## config.mk

```make
export PLATFORM = sky130hd
export DESIGN_NAME = oled_draw_arbiter
export DESIGN_NICKNAME = d
export VERILOG_FILES = /design/src/rtl/oled_draw_arbiter.sv
export SDC_FILE = /design/constraint.sdc
export NUM_CORES = 1
export LEC_CHECK = 0
export CAP_MARGIN = 25
export CORE_MARGIN = 2
export CORE_UTILIZATION = 45
export CTS_CLUSTER_SIZE = 20
export DETAILED_ROUTE_END_ITERATION = 8
export PLACE_DENSITY = 0.69
export SETUP_SLACK_MARGIN = 0.05
export SLEW_MARGIN = 20
export SYNTH_ARGS = -nofsm -noshare
export SYNTH_HDL_FRONTEND = slang
export SYNTH_SLANG_ARGS = --single-unit
```

## constraint.sdc

```tcl
create_clock -name clk_50m -period 2.2 [get_ports clk_50m]
set_input_delay 0.22 -clock clk_50m [delete_from_list [all_inputs] [get_ports clk_50m]]
set_output_delay 0.22 -clock clk_50m [all_outputs]
set_load 0.02 [all_outputs]
```

## src/rtl/oled_draw_arbiter.sv

```systemverilog
// N-channel arbiter feeding one OLED character renderer: per-channel request FIFOs,
// round-robin or fixed-priority grant, one character in flight until drv_done or timeout.
module oled_draw_arbiter #(
  parameter int NUM_CH        = 2,
  parameter int FIFO_DEPTH    = 4,
  parameter int PRIORITY_MODE = 0,
  parameter int TIMEOUT       = 4096
) (
  input  logic                  clk_50m,
  input  logic                  rst,
  input  logic [NUM_CH-1:0]     req_start,
  input  logic [8*NUM_CH-1:0]   req_ascii,
  input  logic [7*NUM_CH-1:0]   req_x,
  input  logic [4*NUM_CH-1:0]   req_y,
  output logic                  start_out,
  output logic [7:0]            ascii_out,
  output logic [6:0]            x_out,
  output logic [3:0]            y_out,
  output logic [2:0]            grant_ch,
  input  logic                  drv_done,
  output logic                  busy,
  output logic [NUM_CH-1:0]     pending,
  output logic [NUM_CH-1:0]     ovf,
  input  logic [NUM_CH-1:0]     ovf_clr,
  output logic                  timeout_err
);

  localparam int CHW = $clog2(NUM_CH);
  localparam int AW  = $clog2(FIFO_DEPTH);
  localparam int CW  = AW + 1;
  localparam int TW  = (TIMEOUT > 0) ? $clog2(TIMEOUT + 1) : 1;
  localparam int EW  = 19;

  typedef enum logic {S_IDLE = 1'b0, S_WAIT = 1'b1} state_t;

  state_t            r_state;
  state_t            w_state_nxt;

  logic [EW-1:0]     r_mem    [NUM_CH][FIFO_DEPTH];
  logic [AW-1:0]     r_rd_ptr [NUM_CH];
  logic [AW-1:0]     r_wr_ptr [NUM_CH];
  logic [CW-1:0]     r_cnt    [NUM_CH];
  logic [CW-1:0]     w_cnt_nxt[NUM_CH];
  logic [NUM_CH-1:0] r_pending;
  logic [NUM_CH-1:0] r_ovf;
  logic [NUM_CH-1:0] w_push;
  logic [NUM_CH-1:0] w_pop;
  logic [NUM_CH-1:0] w_drop;

  logic [CHW-1:0]    r_last;
  logic [CHW-1:0]    w_sel;
  logic [CHW-1:0]    w_pos;
  logic              w_sel_vld;
  int                w_idx;

  logic [TW-1:0]     r_tcnt;
  logic              w_issue;
  logic              w_tmo;
  logic [EW-1:0]     w_head;

  logic              r_start;
  logic              r_tmo;
  logic [7:0]        r_ascii;
  logic [6:0]        r_x;
  logic [3:0]        r_y;
  logic [2:0]        r_grant;

  // Channel select: scan from farthest to nearest candidate so the nearest non-empty one wins
  always_comb begin
    w_sel     = '0;
    w_sel_vld = 1'b0;
    w_idx     = 0;
    w_pos     = '0;
    for (int k = NUM_CH; k >= 1; k--) begin
      w_idx     = (PRIORITY_MODE != 0) ? (k - 1) :
                  ((int'(r_last) + k >= NUM_CH) ? (int'(r_last) + k - NUM_CH) : (int'(r_last) + k));
      w_pos     = CHW'(w_idx);
      w_sel_vld = w_sel_vld | r_pending[w_pos];
      w_sel     = r_pending[w_pos] ? w_pos : w_sel;
    end
  end

  always_comb begin
    w_state_nxt = r_state;
    w_issue     = 1'b0;
    w_tmo       = 1'b0;
    case (r_state)
      S_IDLE: begin
        if (w_sel_vld) begin
          w_issue     = 1'b1;
          w_state_nxt = S_WAIT;
        end else begin
          w_state_nxt = S_IDLE;
        end
      end
      S_WAIT: begin
        if (drv_done) begin
          w_state_nxt = S_IDLE;
        end else if ((TIMEOUT > 0) && (r_tcnt == TW'(TIMEOUT))) begin
          w_tmo       = 1'b1;
          w_state_nxt = S_IDLE;
        end else begin
          w_state_nxt = S_WAIT;
        end
      end
      default: w_state_nxt = S_IDLE;
    endcase
  end

  // A full FIFO still accepts a write when its head leaves on the same edge
  always_comb begin
    w_push = '0;
    w_pop  = '0;
    w_drop = '0;
    for (int i = 0; i < NUM_CH; i++) begin
      w_pop[i]     = w_issue && (w_sel == CHW'(i));
      w_push[i]    = req_start[i] && ((r_cnt[i] < CW'(FIFO_DEPTH)) || w_pop[i]);
      w_drop[i]    = req_start[i] && !w_push[i];
      w_cnt_nxt[i] = r_cnt[i] + CW'(w_push[i]) - CW'(w_pop[i]);
    end
  end

  assign w_head = r_mem[w_sel][r_rd_ptr[w_sel]];

  always_ff @(posedge clk_50m) begin
    if (rst) begin
      r_state <= S_IDLE;
    end else begin
      r_state <= w_state_nxt;
    end
  end

  always_ff @(posedge clk_50m) begin
    if (rst) begin
      for (int i = 0; i < NUM_CH; i++) begin
        r_rd_ptr[i] <= '0;
        r_wr_ptr[i] <= '0;
        r_cnt[i]    <= '0;
      end
      r_pending <= '0;
      r_ovf     <= '0;
    end else begin
      for (int i = 0; i < NUM_CH; i++) begin
        if (w_push[i]) begin
          r_wr_ptr[i] <= r_wr_ptr[i] + AW'(1);
        end
        if (w_pop[i]) begin
          r_rd_ptr[i] <= r_rd_ptr[i] + AW'(1);
        end
        r_cnt[i]     <= w_cnt_nxt[i];
        r_pending[i] <= (w_cnt_nxt[i] != '0);
        r_ovf[i]     <= (r_ovf[i] & ~ovf_clr[i]) | w_drop[i];
      end
    end
  end

  // Entry storage needs no reset: pointers and counts define what is valid
  always_ff @(posedge clk_50m) begin
    for (int i = 0; i < NUM_CH; i++) begin
      if (w_push[i]) begin
        r_mem[i][r_wr_ptr[i]] <= {req_ascii[8*i +: 8], req_x[7*i +: 7], req_y[4*i +: 4]};
      end
    end
  end

  always_ff @(posedge clk_50m) begin
    if (rst) begin
      r_start <= 1'b0;
      r_tmo   <= 1'b0;
      r_ascii <= 8'h00;
      r_x     <= 7'h00;
      r_y     <= 4'h0;
      r_grant <= 3'd0;
      r_last  <= CHW'(NUM_CH - 1);
      r_tcnt  <= '0;
    end else begin
      r_start <= w_issue;
      r_tmo   <= w_tmo;
      if (w_issue) begin
        {r_ascii, r_x, r_y} <= w_head;
        r_grant <= 3'(w_sel);
        r_last  <= w_sel;
        r_tcnt  <= '0;
      end else if (r_state == S_WAIT) begin
        r_tcnt <= r_tcnt + TW'(1);
      end
    end
  end

  assign start_out   = r_start;
  assign ascii_out   = r_ascii;
  assign x_out       = r_x;
  assign y_out       = r_y;
  assign grant_ch    = r_grant;
  assign busy        = (r_state == S_WAIT);
  assign pending     = r_pending;
  assign ovf         = r_ovf;
  assign timeout_err = r_tmo;

endmodule
```

# Yosys cells after proc, flatten, opt, wreduce, memory -nomap -nowiden
# Memories as Yosys holds them, arrays and structs flattened.
# Index checks and enable logic that the tools add are counted.
dict set report classes {
  add_sub_neg 13
  magnitude_cmp 11
  n_eq_ne 1
  n_mux 44
  bitwise 18
  reduce_logical 16
}
# cell n
set op_table {}
lappend op_table {{76-bit 2-to-1 mux} 2}
lappend op_table {{19-bit demux with 2-bit select} 2}
lappend op_table {{19-bit 2-to-1 mux} 4}
lappend op_table {{19-bit binary-select mux with 2-bit select} 1}
lappend op_table {{1-bit 2-to-1 mux} 28}
lappend op_table {{13-bit by 1-bit adder with 13-bit output (second input constant)} 1}
lappend op_table {{13-bit equality test (second input constant)} 1}
lappend op_table {{3-bit >= comparator (second input constant)} 3}
lappend op_table {{2-bit inverter with 3-bit output} 3}
lappend op_table {{1-bit OR} 9}
lappend op_table {{2-bit by 1-bit adder with 2-bit output (second input constant)} 4}
lappend op_table {{1-bit logical AND} 8}
lappend op_table {{2-bit 2-to-1 mux} 4}
lappend op_table {{3-bit by 1-bit adder with 3-bit output} 2}
lappend op_table {{3-bit by 1-bit less-than comparator with 1-bit output (second input constant)} 2}
lappend op_table {{3-bit less-than comparator (second input constant)} 2}
lappend op_table {{3-bit 2-to-1 mux} 2}
lappend op_table {{3-bit nonzero test} 2}
lappend op_table {{3-bit by 1-bit subtractor with 3-bit output} 2}
lappend op_table {{1-bit by 2-bit less-than comparator with 1-bit output (second input constant)} 2}
lappend op_table {{1-bit inverter} 4}
lappend op_table {{1-bit by 2-bit adder with 3-bit output (second input constant)} 1}
lappend op_table {{3-bit by 2-bit >= comparator with 1-bit output (second input constant)} 1}
lappend op_table {{3-bit OR reduction} 1}
lappend op_table {{8 further kinds} 12}
dict set report word_totals {
  ff_bits 41
  ram_bits 166
  output_inout_bits 29
  wordCells 118
  mem_count 4
}
# name words width read_ports rd_clocked_by_memory_dff wr line_no
set memory_table {}
lappend memory_table {r_mem 2 76 1 0 2 39} ;# logic [EW-1:0] r_mem [NUM_CH][FIFO_DEPTH];
lappend memory_table {r_cnt 2 3 2 0 2 42} ;# logic [CW-1:0] r_cnt [NUM_CH];
lappend memory_table {r_rd_ptr 2 2 3 0 2 40} ;# logic [AW-1:0] r_rd_ptr [NUM_CH];
lappend memory_table {r_wr_ptr 2 2 2 0 2 41} ;# logic [AW-1:0] r_wr_ptr [NUM_CH];

# Depth between registers and ports, before layout
# Gate-level depths: netlist of the first run.
dict set report depth {
  ltp_word 15
  depth_mapped 11
}

# Worst setup path before layout of the first run
# No wires, ideal clock.
dict set report synth_path {
  path_type {flip-flop to flip-flop}
  from {reg r_pending[1] (netlist: pending[1])}
  to {mem r_mem[1][0] (netlist bit) (enable)}
  t_arrival_ns 1.883
  required_time_ns 1.805
  slack_ns -0.078
  stages_incl_launch_ff 6
  n_path_buf 0
  period_less_slack_ns 2.278
  path_cell_list {dfxtp_1 > nor2b_1 > nand2_1 > inv_1 > o21ai_1 > nor2_1}
}
# element line_no
set synth_rtl {}
lappend synth_rtl {{start, declared} 44} ;# logic [NUM_CH-1:0] r_pending;
lappend synth_rtl {{start signal, assigned by index} 151} ;# r_pending[i] <= (w_cnt_nxt[i] != '0);
lappend synth_rtl {{end, declared} 39}

# Worst setup path in the final report of the first run
dict set report layout_path {
  from {reg r_pending[1] (netlist: pending[1])}
  to {reg r_pending[1] (netlist: pending[1])}
}
dict set report layout_via {
  elab_chain_cells 11
}
# element line_no
set layout_lines {}
lappend layout_lines {{1-bit 2-to-1 mux (not written as such) (2 in series)} {78, 79}}
lappend layout_lines {{1-bit OR} 78} ;# w_sel_vld = w_sel_vld | r_pending[w_pos];
lappend layout_lines {{1-bit 2-to-1 mux} 89} ;# if (w_sel_vld) begin
lappend layout_lines {{1-bit 2-to-1 mux} 87} ;# case (r_state)
lappend layout_lines {{1-bit logical AND (*)} 116} ;# w_pop[i] = w_issue && (w_sel == CHW'(i));
lappend layout_lines {{1-bit logical OR} 117} ;# w_push[i] = req_start[i] && ((r_cnt[i] < CW'(FIFO_DEPTH)) || w_pop[i]);
lappend layout_lines {{1-bit logical AND} 117}
lappend layout_lines {{3-bit by 1-bit adder with 3-bit output} 119} ;# w_cnt_nxt[i] = r_cnt[i] + CW'(w_push[i]) - CW'(w_pop[i]);
lappend layout_lines {{3-bit by 1-bit subtractor with 3-bit output (*)} 119}
lappend layout_lines {{3-bit nonzero test (*)} 151}
# Every way passes the cells marked *; elsewhere a longest branch is shown, timed or not. The select of a mux whose other input is x is not followed.
# A chain may end at the register's enable or synchronous reset.

==> out/qor.tcl, run 1 <==
set qor(status) {finished clean}
set qor(hold_buffers) 0
set qor(num_rows) 49
set qor(cts_tree) {yes}
set qor(drt-vias-per-instance) 5.37
set qor(path_max_fanout) 4
set qor(syn_area_sq_um) 8310
set qor(grt_setup_unrepaired) {no}
set qor(yosys.cell_count.top_type) {sky130_fd_sc_hd__edfxtp_1}
set qor(postRouteWirelength_mm) 16.2
set qor(synth_sequential_area_ratio_pct) 69.1
set qor(critical-path-max-stage-delay_ps) 370
set qor(period_minus_slack_ps) 2050
set qor(clock_power_share_pct) 27.4
set qor(maxSlewViolCount) 0
set qor(top_usage_layer) {met2}
set qor(worstSkewPairLatency_ps) 490
set qor(floorplan.die.width_um) 140
set qor(cts.root.buffer_cell) {sky130_fd_sc_hd__clkbuf_16}
set qor(critPathSlowestCell) {sky130_fd_sc_hd__dfxtp_4}
set qor(design.die.area_sq_um) 19600
set qor(sequentialPowerShare_pct) 40.6
set qor(grt_met1_usage_pct) 20.4
set qor(first_pass_grt_wire_length_mm) 25.3
set qor(drt-pass1-iter-count) 4
set qor(place_congestion) 0.764
set qor(synth_cells) 553
set qor(tritoncts.num_buffers) 21
set qor(number_of_flops_mapped_to_enable_cells_by_yosys) 160
set qor(initial_core_util_pct) 46.1
set qor(port_buffers) 71
set qor(critPathArrivalTime_ps) 2430
set qor(fin_setup_tns_ps) 0
set qor(ant_nets) 0
set qor(ys_async_sr_fraction_pct) 0
set qor(nNetsFinal) 701
set qor(critical_path.n_buffers_inverters) 3
set qor(gr-usage-all-layers_pct) 16.4
set qor(setup_violations) 0
set qor(area_growth_syn_to_layout_pct) 23.1
set qor(fin_area_sq_um) 10200
set qor(dpl.hpwl_mm) 10.1
set qor(synth.lib_cells_used.distinct) 45
set qor(grt.overflow.total) 0
set qor(pwr_density_nw_per_um2) 1250
set qor(timing.critical_path.required_ps) 2570
set qor(cts_sinks) 207
set qor(timing.max_cap.violations) 0
set qor(power.switching_fraction_pct) 31.4
set qor(grt_antenna_before_repair) 1
set qor(pwr-share-comb_pct) 31.9
set qor(via_count) 4748
set qor(critPathKind) {reg2reg}
set qor(synth.yosys.warnings) 0
set qor(cts_max_path_buffers) 3
set qor(global_routing_met2_resource_utilization_pct) 29.3
set qor(grt_pass1_vias) 4841
set qor(netlist.area_leader.share_pct) 57.8
set qor(cts-htree-levels) 1
set qor(ioPinCount) 74
set qor(dominantRegCellSynth) {sky130_fd_sc_hd__edfxtp_1}
set qor(antenna_fix_cells) 0
set qor(globalRouteMet3Util_pct) 3.62
set qor(achievable-frequency_mhz) 487
set qor(cp_cell_sequence) {nor2b_4 > nand2_2 > inv_2 > ha_4 > inv_2 > ha_2 > inv_2 > fa_2 > xnor2_2 > xnor2_2 > a31oi_1}
set qor(cp_top_family) {adder cells}
set qor(core_area_sq_um) 18000
set qor(grt_max_degree) 68
set qor(yosysTopAreaCell) {sky130_fd_sc_hd__edfxtp_1}
set qor(synthTopCellsByCount) {sky130_fd_sc_hd__edfxtp_1, sky130_fd_sc_hd__dfxtp_1, sky130_fd_sc_hd__a211oi_1, sky130_fd_sc_hd__mux2i_1, sky130_fd_sc_hd__nor2b_1}
set qor(fill_cells) 1414
set qor(leakage_nw) 3.47
set qor(net-switching-power_mw) 4.00
set qor(route.detailed.drc) 0
set qor(cpMostUsedCell) {sky130_fd_sc_hd__inv_2}
set qor(die_height_um) 140
set qor(ys_top_cells_by_area) {sky130_fd_sc_hd__edfxtp_1, sky130_fd_sc_hd__dfxtp_1, sky130_fd_sc_hd__mux2i_1}
set qor(holdCritPathClass) {in2reg}
set qor(start_kind) {flop}
set qor(cts.reportedPaths.clkPinSlew_ps) 60
set qor(ir_drop_v) 0.000722
set qor(flops_latches_synth) 207
set qor(wl_per_cell_um) 18.4
set qor(clock_skew_ps) 14.8
set qor(synth_area_per_cell_sq_um) 15.0
set qor(endpoint_kind) {flop}
set qor(drc_marker_count_from_the_first_detailed_route_iteration) 251
set qor(power_report.internal_total_mw) 8.76
set qor(final_hold_viol_count) 0
set qor(min_period_over_period_pct) 93.3
set qor(dpl-instance-area_sq_um) 9450
set qor(fraction_of_layout_cells_with_a_size_suffix_above_1_pct) 16.3
-- through the flow --
| stage | std cells | power, mW | utilization [%] | setup WS, ps | hold slack, ps |
|---|---|---|---|---|---|
| after CTS | 883 | 12.7 | 56.2 | 60.7 | 336 |
| after global routing | 884 | 13.4 | 56.8 | 42.1 | 354 |
| final | 884 | 12.8 | 56.8 | 147 | 344 |
| after floorplan | 554 | 7.82 | - | 53.1 | 319 |
| after detailed placement | 846 | 9.13 | 52.4 | 81.4 | 471 |
| after global placement | 846 | 8.99 | 52.4 | 178 | 476 |
-- path summary, 6_finish.rpt --
path                                  from          to  slack [ps]  cells after the start
worst min register to register    y_out[1]    y_out[1]         480                      1
worst max-delay path            pending[1]  pending[1]         150                     11
worst max register to register  pending[1]  pending[1]         150                     11
worst min-delay path            ovf_clr[1]      ovf[1]         340                      4
-- registers in the layout, summed over array words and instances (netlist names), 2 cells and up --
register / count
x_out: 7
pending: 2
ascii_out: 8
y_out: 4
r_cnt: 6
r_mem: 152
ovf: 2
r_tcnt: 13
r_wr_ptr: 4
r_rd_ptr: 4
-- cells by family (layout without fill, tap and decap cells) --
kind of cell / Yosys count / in the layout / share of synthesized area [%]
AOI/OAI and AO/OA: 98 / 98 / 10.0
xor gates and xnor gates: 18 / 18 / 1.90
adders and majority gates: 15 / 15 / 2.44
buffers and inverters: 62 / 163 / 3.43
DFF: 207 / 207 / 69.1
muxes: 43 / 43 / 6.13
other: 1 / 2 / 0.0451
and+or+nand+nor: 109 / 109 / 6.90
-- worst min-delay path: stages --
cell	delay [ps]
sky130_fd_sc_hd__clkdlybuf4s50_1	390
sky130_fd_sc_hd__inv_1	50
sky130_fd_sc_hd__a32oi_1	50
sky130_fd_sc_hd__nor2_1	80
-- what timing repair did --
action                                  in CTS  in global routing
buffers inserted                             0                  1
endpoints found under the setup margin       1                  4
resized for setup                            1                 21
pin swaps                                    1                  7
-- power by group through the flow --
stage	logic (mW)	registers (mW)	clock network, mW
6_report	4.07	5.19	3.50
5_1_grt	4.46	5.25	3.73
4_1_cts	3.90	5.17	3.59
3_5_place_dp	3.89	5.25	0
3_3_place_gp	3.77	5.22	0
2_1_floorplan	2.49	5.33	0
-- cells in the final DEF, fill, tap and decap left out, types with 5 or more instances in the layout --
| cell type | instances |
|---|---|
| sky130_fd_sc_hd__inv_1 | 26 |
| sky130_fd_sc_hd__a2111oi_2 | 11 |
| sky130_fd_sc_hd__nor2b_1 | 35 |
| sky130_fd_sc_hd__a221o_1 | 16 |
| sky130_fd_sc_hd__mux2i_1 | 36 |
| sky130_fd_sc_hd__a21oi_1 | 17 |
| sky130_fd_sc_hd__nor2_1 | 30 |
| sky130_fd_sc_hd__buf_4 | 17 |
| sky130_fd_sc_hd__edfxtp_1 | 160 |
| sky130_fd_sc_hd__a211oi_1 | 36 |
| sky130_fd_sc_hd__xnor2_1 | 10 |
| sky130_fd_sc_hd__nor2_2 | 5 |
| sky130_fd_sc_hd__a2111oi_0 | 5 |
| sky130_fd_sc_hd__buf_12 | 9 |
| sky130_fd_sc_hd__clkbuf_16 | 21 |
| sky130_fd_sc_hd__clkinv_2 | 6 |
| sky130_fd_sc_hd__clkdlybuf4s50_1 | 71 |
| sky130_fd_sc_hd__ha_1 | 11 |
| sky130_fd_sc_hd__nand2_1 | 8 |
| sky130_fd_sc_hd__dfxtp_1 | 43 |
| sky130_fd_sc_hd__nand2b_1 | 5 |
| sky130_fd_sc_hd__mux4_2 | 6 |
-- routing by layer --
metal / vias up / part of all wire [%]
met1: 2318 / 41
met3: 25 / 6.8
met4: 2 / 1.7
met2: 125 / 51
met5: - / 0.080
li1: 2278 / -
-- cell type report --
cell class / count / area, sq um / area share (%)
Multi-Input combinational cell: 285 / 2370 / 23.2
Timing Repair Buffer: 97 / 1020 / 9.96
Tap cell: 229 / 287 / 2.80
Sequential cell: 207 / 5760 / 56.3
Clock inverter: 15 / 156 / 1.53
Clock buffer: 22 / 529 / 5.17
Inverter: 29 / 109 / 1.06
(Power assumes the default switching activity.)
==> inputs of run 2 (changes only) <==
--- a/config.mk
+++ b/config.mk
@@ -6,11 +6,12 @@
 export NUM_CORES = 1
 export LEC_CHECK = 0
 export CAP_MARGIN = 25
+export CORE_ASPECT_RATIO = 1.4
 export CORE_MARGIN = 2
-export CORE_UTILIZATION = 45
+export CORE_UTILIZATION = 52
 export CTS_CLUSTER_SIZE = 20
 export DETAILED_ROUTE_END_ITERATION = 8
-export PLACE_DENSITY = 0.69
+export PLACE_DENSITY = 0.78
 export SETUP_SLACK_MARGIN = 0.05
 export SLEW_MARGIN = 20
 export SYNTH_ARGS = -nofsm -noshare
==> run 2 against run 1 <==
  * Hold slack got worse by 11 ps
  * Register-to-register slack barely moved
  * Clock power is 5% lower
  * Sequential power about the same
  * Critical path depth is 3 lower
  * Wire length increased by 4.7%
  * Final cell count is 3.6% lower
  * Clock skew fell by 3.2 ps
  * Utilization rose by 8.2 points
  * Clock-buffer cell count grew 5
  * Critical path type unchanged
  * Critical endpoint is now pending[0]
  * Largest cell class unchanged
  * Largest power group unchanged
==> out/qor.tcl, run 2 (synthesis gave the netlist of run 1 again) <==
set qor(setup_violations) 0 ;# unchanged
set qor(endpoint_kind) {flop}
set qor(worstSkewPairLatency_ps) 500 ;# about the same
set qor(gr-usage-all-layers_pct) 19.7 ;# +3.2 points
set qor(whs_endpoint) {ovf[1]}
set qor(floorplan.die.width_um) 111 ;# -21%
set qor(ir_drop_v) 0.000796 ;# +10%
set qor(ioPinCount) 74 ;# unchanged
set qor(initial_core_util_pct) 53.2 ;# +7.1 points
set qor(final_hold_viol_count) 0 ;# unchanged
set qor(critPathKind) {reg2reg}
set qor(first_pass_grt_wire_length_mm) 26.4 ;# +4.3%
set qor(cts.root.buffer_cell) {sky130_fd_sc_hd__clkbuf_16}
set qor(grt_antenna_before_repair) 1 ;# unchanged
set qor(place_ws_ps) -5.26 ;# -86.7 ps
set qor(drt-pass1-iter-count) 5 ;# +1
set qor(hold_buffers) 0 ;# unchanged
set qor(cts-htree-levels) 1 ;# unchanged
set qor(start_kind) {flop}
set qor(drt-vias-per-instance) 5.73 ;# +6.6%
set qor(min_period_over_period_pct) 93.5 ;# +0.17 points
set qor(dpl.hpwl_mm) 10.4 ;# +3.3%
set qor(critPathArrivalTime_ps) 2430 ;# about the same
set qor(cts_sinks) 207 ;# unchanged
set qor(achievable-frequency_mhz) 486 ;# -0.19%
set qor(route.detailed.drc) 0 ;# unchanged
set qor(timing.hold.worst_path_depth) 4 ;# unchanged
set qor(place_congestion) 0.825 ;# +7.9%
set qor(worst-r2r-setup-slack_ps) 140 ;# about the same
set qor(period_minus_slack_ps) 2060 ;# +3.82 ps
set qor(fraction_of_layout_cells_with_a_size_suffix_above_1_pct) 14.5 ;# -1.8 points
set qor(num_rows) 54 ;# +10%
set qor(cts.reportedPaths.clkPinSlew_ps) 60 ;# about the same
set qor(path_max_fanout) 5 ;# +1
set qor(area_growth_syn_to_layout_pct) 22.0
set qor(tritoncts.num_buffers) 20 ;# -4.8%
set qor(cts_max_path_buffers) 3 ;# unchanged
set qor(grt.overflow.total) 0 ;# unchanged
set qor(die_height_um) 154 ;# +9.8%
set qor(nNetsFinal) 701 ;# unchanged
set qor(postLayoutSetupSlackWorst_ps) 143 ;# -3.82 ps
set qor(clock_skew_ps) 11.7 ;# -3.15 ps
set qor(fill_cells) 1080 ;# -24%
set qor(pwr_density_nw_per_um2) 1240 ;# -0.42%
set qor(design.die.area_sq_um) 17000 ;# -13%
set qor(ant_nets) 0 ;# unchanged
set qor(rr_worst_depth) 8 ;# -3
set qor(maxSlewViolCount) 0 ;# unchanged
set qor(largest_reg_flops) 152 ;# unchanged
set qor(grt_setup_unrepaired) {no}
set qor(cp-startpoint) {pending[0]}
set qor(status) {finished clean}
set qor(hold_path.startpoint) {ovf_clr[1]}
set qor(core_area_sq_um) 15600 ;# -13%
set qor(grt_max_degree) 68 ;# unchanged
set qor(critical_path.reg2reg.startpoint) {pending[0]}
set qor(timing.max_cap.violations) 0 ;# unchanged
set qor(critical_r2r_capture) {pending[0]}
set qor(port_buffers) 71 ;# unchanged
set qor(layout_common_cells) {sky130_fd_sc_hd__edfxtp_1, sky130_fd_sc_hd__clkdlybuf4s50_1, sky130_fd_sc_hd__dfxtp_1, sky130_fd_sc_hd__a211oi_1, sky130_fd_sc_hd__mux2i_1}
set qor(leakage_nw) 3.45 ;# -0.45%
set qor(grt_pass1_vias) 5112 ;# +5.6%
set qor(postRouteWirelength_mm) 17.0 ;# +4.7%
set qor(cts_tree) {yes}
set qor(mostFrequentLayoutCell) {sky130_fd_sc_hd__edfxtp_1}
set qor(wl_per_cell_um) 19.9 ;# +8.6%
set qor(timing.critical_path.required_ps) 2580 ;# about the same
set qor(via_count) 4879 ;# +2.8%
set qor(drc_marker_count_from_the_first_detailed_route_iteration) 310 ;# +24%
set qor(finalPower_mw) 12.6 ;# -1.3%
set qor(holdCritPathClass) {in2reg}
## run 2: changes by cell type in the layout (fill, tap and decap cells not counted), sizes merged
cell / delta
buf: +1
bufinv: -2
clkbuf: +5
clkinv: -4
clkinvlp: -2
diode: +1
inv: +2
## run 2: layer usage
metal | up-vias | global-route usage (%) | wire length (um)
li1 | 2273 | - | -
met5 | - | 0 | 0
met3 | 41 | 3.98 | 1020
met4 | 0 | 8.99 | 564
met1 | 2412 | 22.1 | 6330
met2 | 153 | 35.9 | 9070
## run 2: final cells by class
class                   count  area (sq um)  share of cell area (%)
clock buffers              27           558                    5.50
inverters                  29           109                    1.07
diodes                      1          2.50                  0.0247
well taps                 196           245                    2.42
clock inverters             9          85.1                   0.839
flip-flops and latches    207          5760                    56.8
multi-input cells         285          2330                    23.0
repair buffers             98          1050                    10.4
## run 2: worst max-delay path by stage
stage          cells past startpoint         end
4_1_cts                            7  pending[0]
6_report                           8  pending[0]
3_5_place_dp                      11  pending[1]
2_1_floorplan                     11  pending[1]
3_3_place_gp                       8  pending[0]
5_1_grt                           11  pending[1]
## run 2: repair_timing
| item | in CTS | in global routing |
|---|---|---|
| cloned | 0 | 0 |
| setup buffers | 0 | 3 |
| gates resized for setup | 6 | 8 |
| endpoints found under the setup margin | 3 | 5 |
| hold endpoints to repair | 0 | 0 |
| pin swaps | 1 | 7 |
## run 2: where the power goes
group | internal, mW | total [mW] | switching [mW]
sequential | 4.88 | 5.22 | 0.341
clock | 1.92 | 3.32 | 1.40
combinational | 1.76 | 4.05 | 2.29
## run 2: worst max-delay path, cell delays in order, from the launching register on
cell                      delay (ps)
sky130_fd_sc_hd__dfxtp_4         370
sky130_fd_sc_hd__inv_1            60
sky130_fd_sc_hd__a211o_1         300
sky130_fd_sc_hd__or2_2           330
sky130_fd_sc_hd__nand2_1          80
sky130_fd_sc_hd__ha_1            170
sky130_fd_sc_hd__fa_2            450
sky130_fd_sc_hd__nor2_1          110
sky130_fd_sc_hd__a21oi_1          70
## run 2: per-stage QoR
step / setup TNS, ps / utilization [%] / cell area, sq um / hold slack (ps) / instances
floorplan: 0 / - / 8320 / 319 / 554
global placement: 0 / 60.4 / 9430 / 453 / 812
detailed placement: -5.26 / 60.4 / 9430 / 449 / 812
CTS: 0 / 64.7 / 10100 / 331 / 848
global route: 0 / 64.9 / 10100 / 358 / 851
finish: 0 / 65.0 / 10100 / 333 / 852
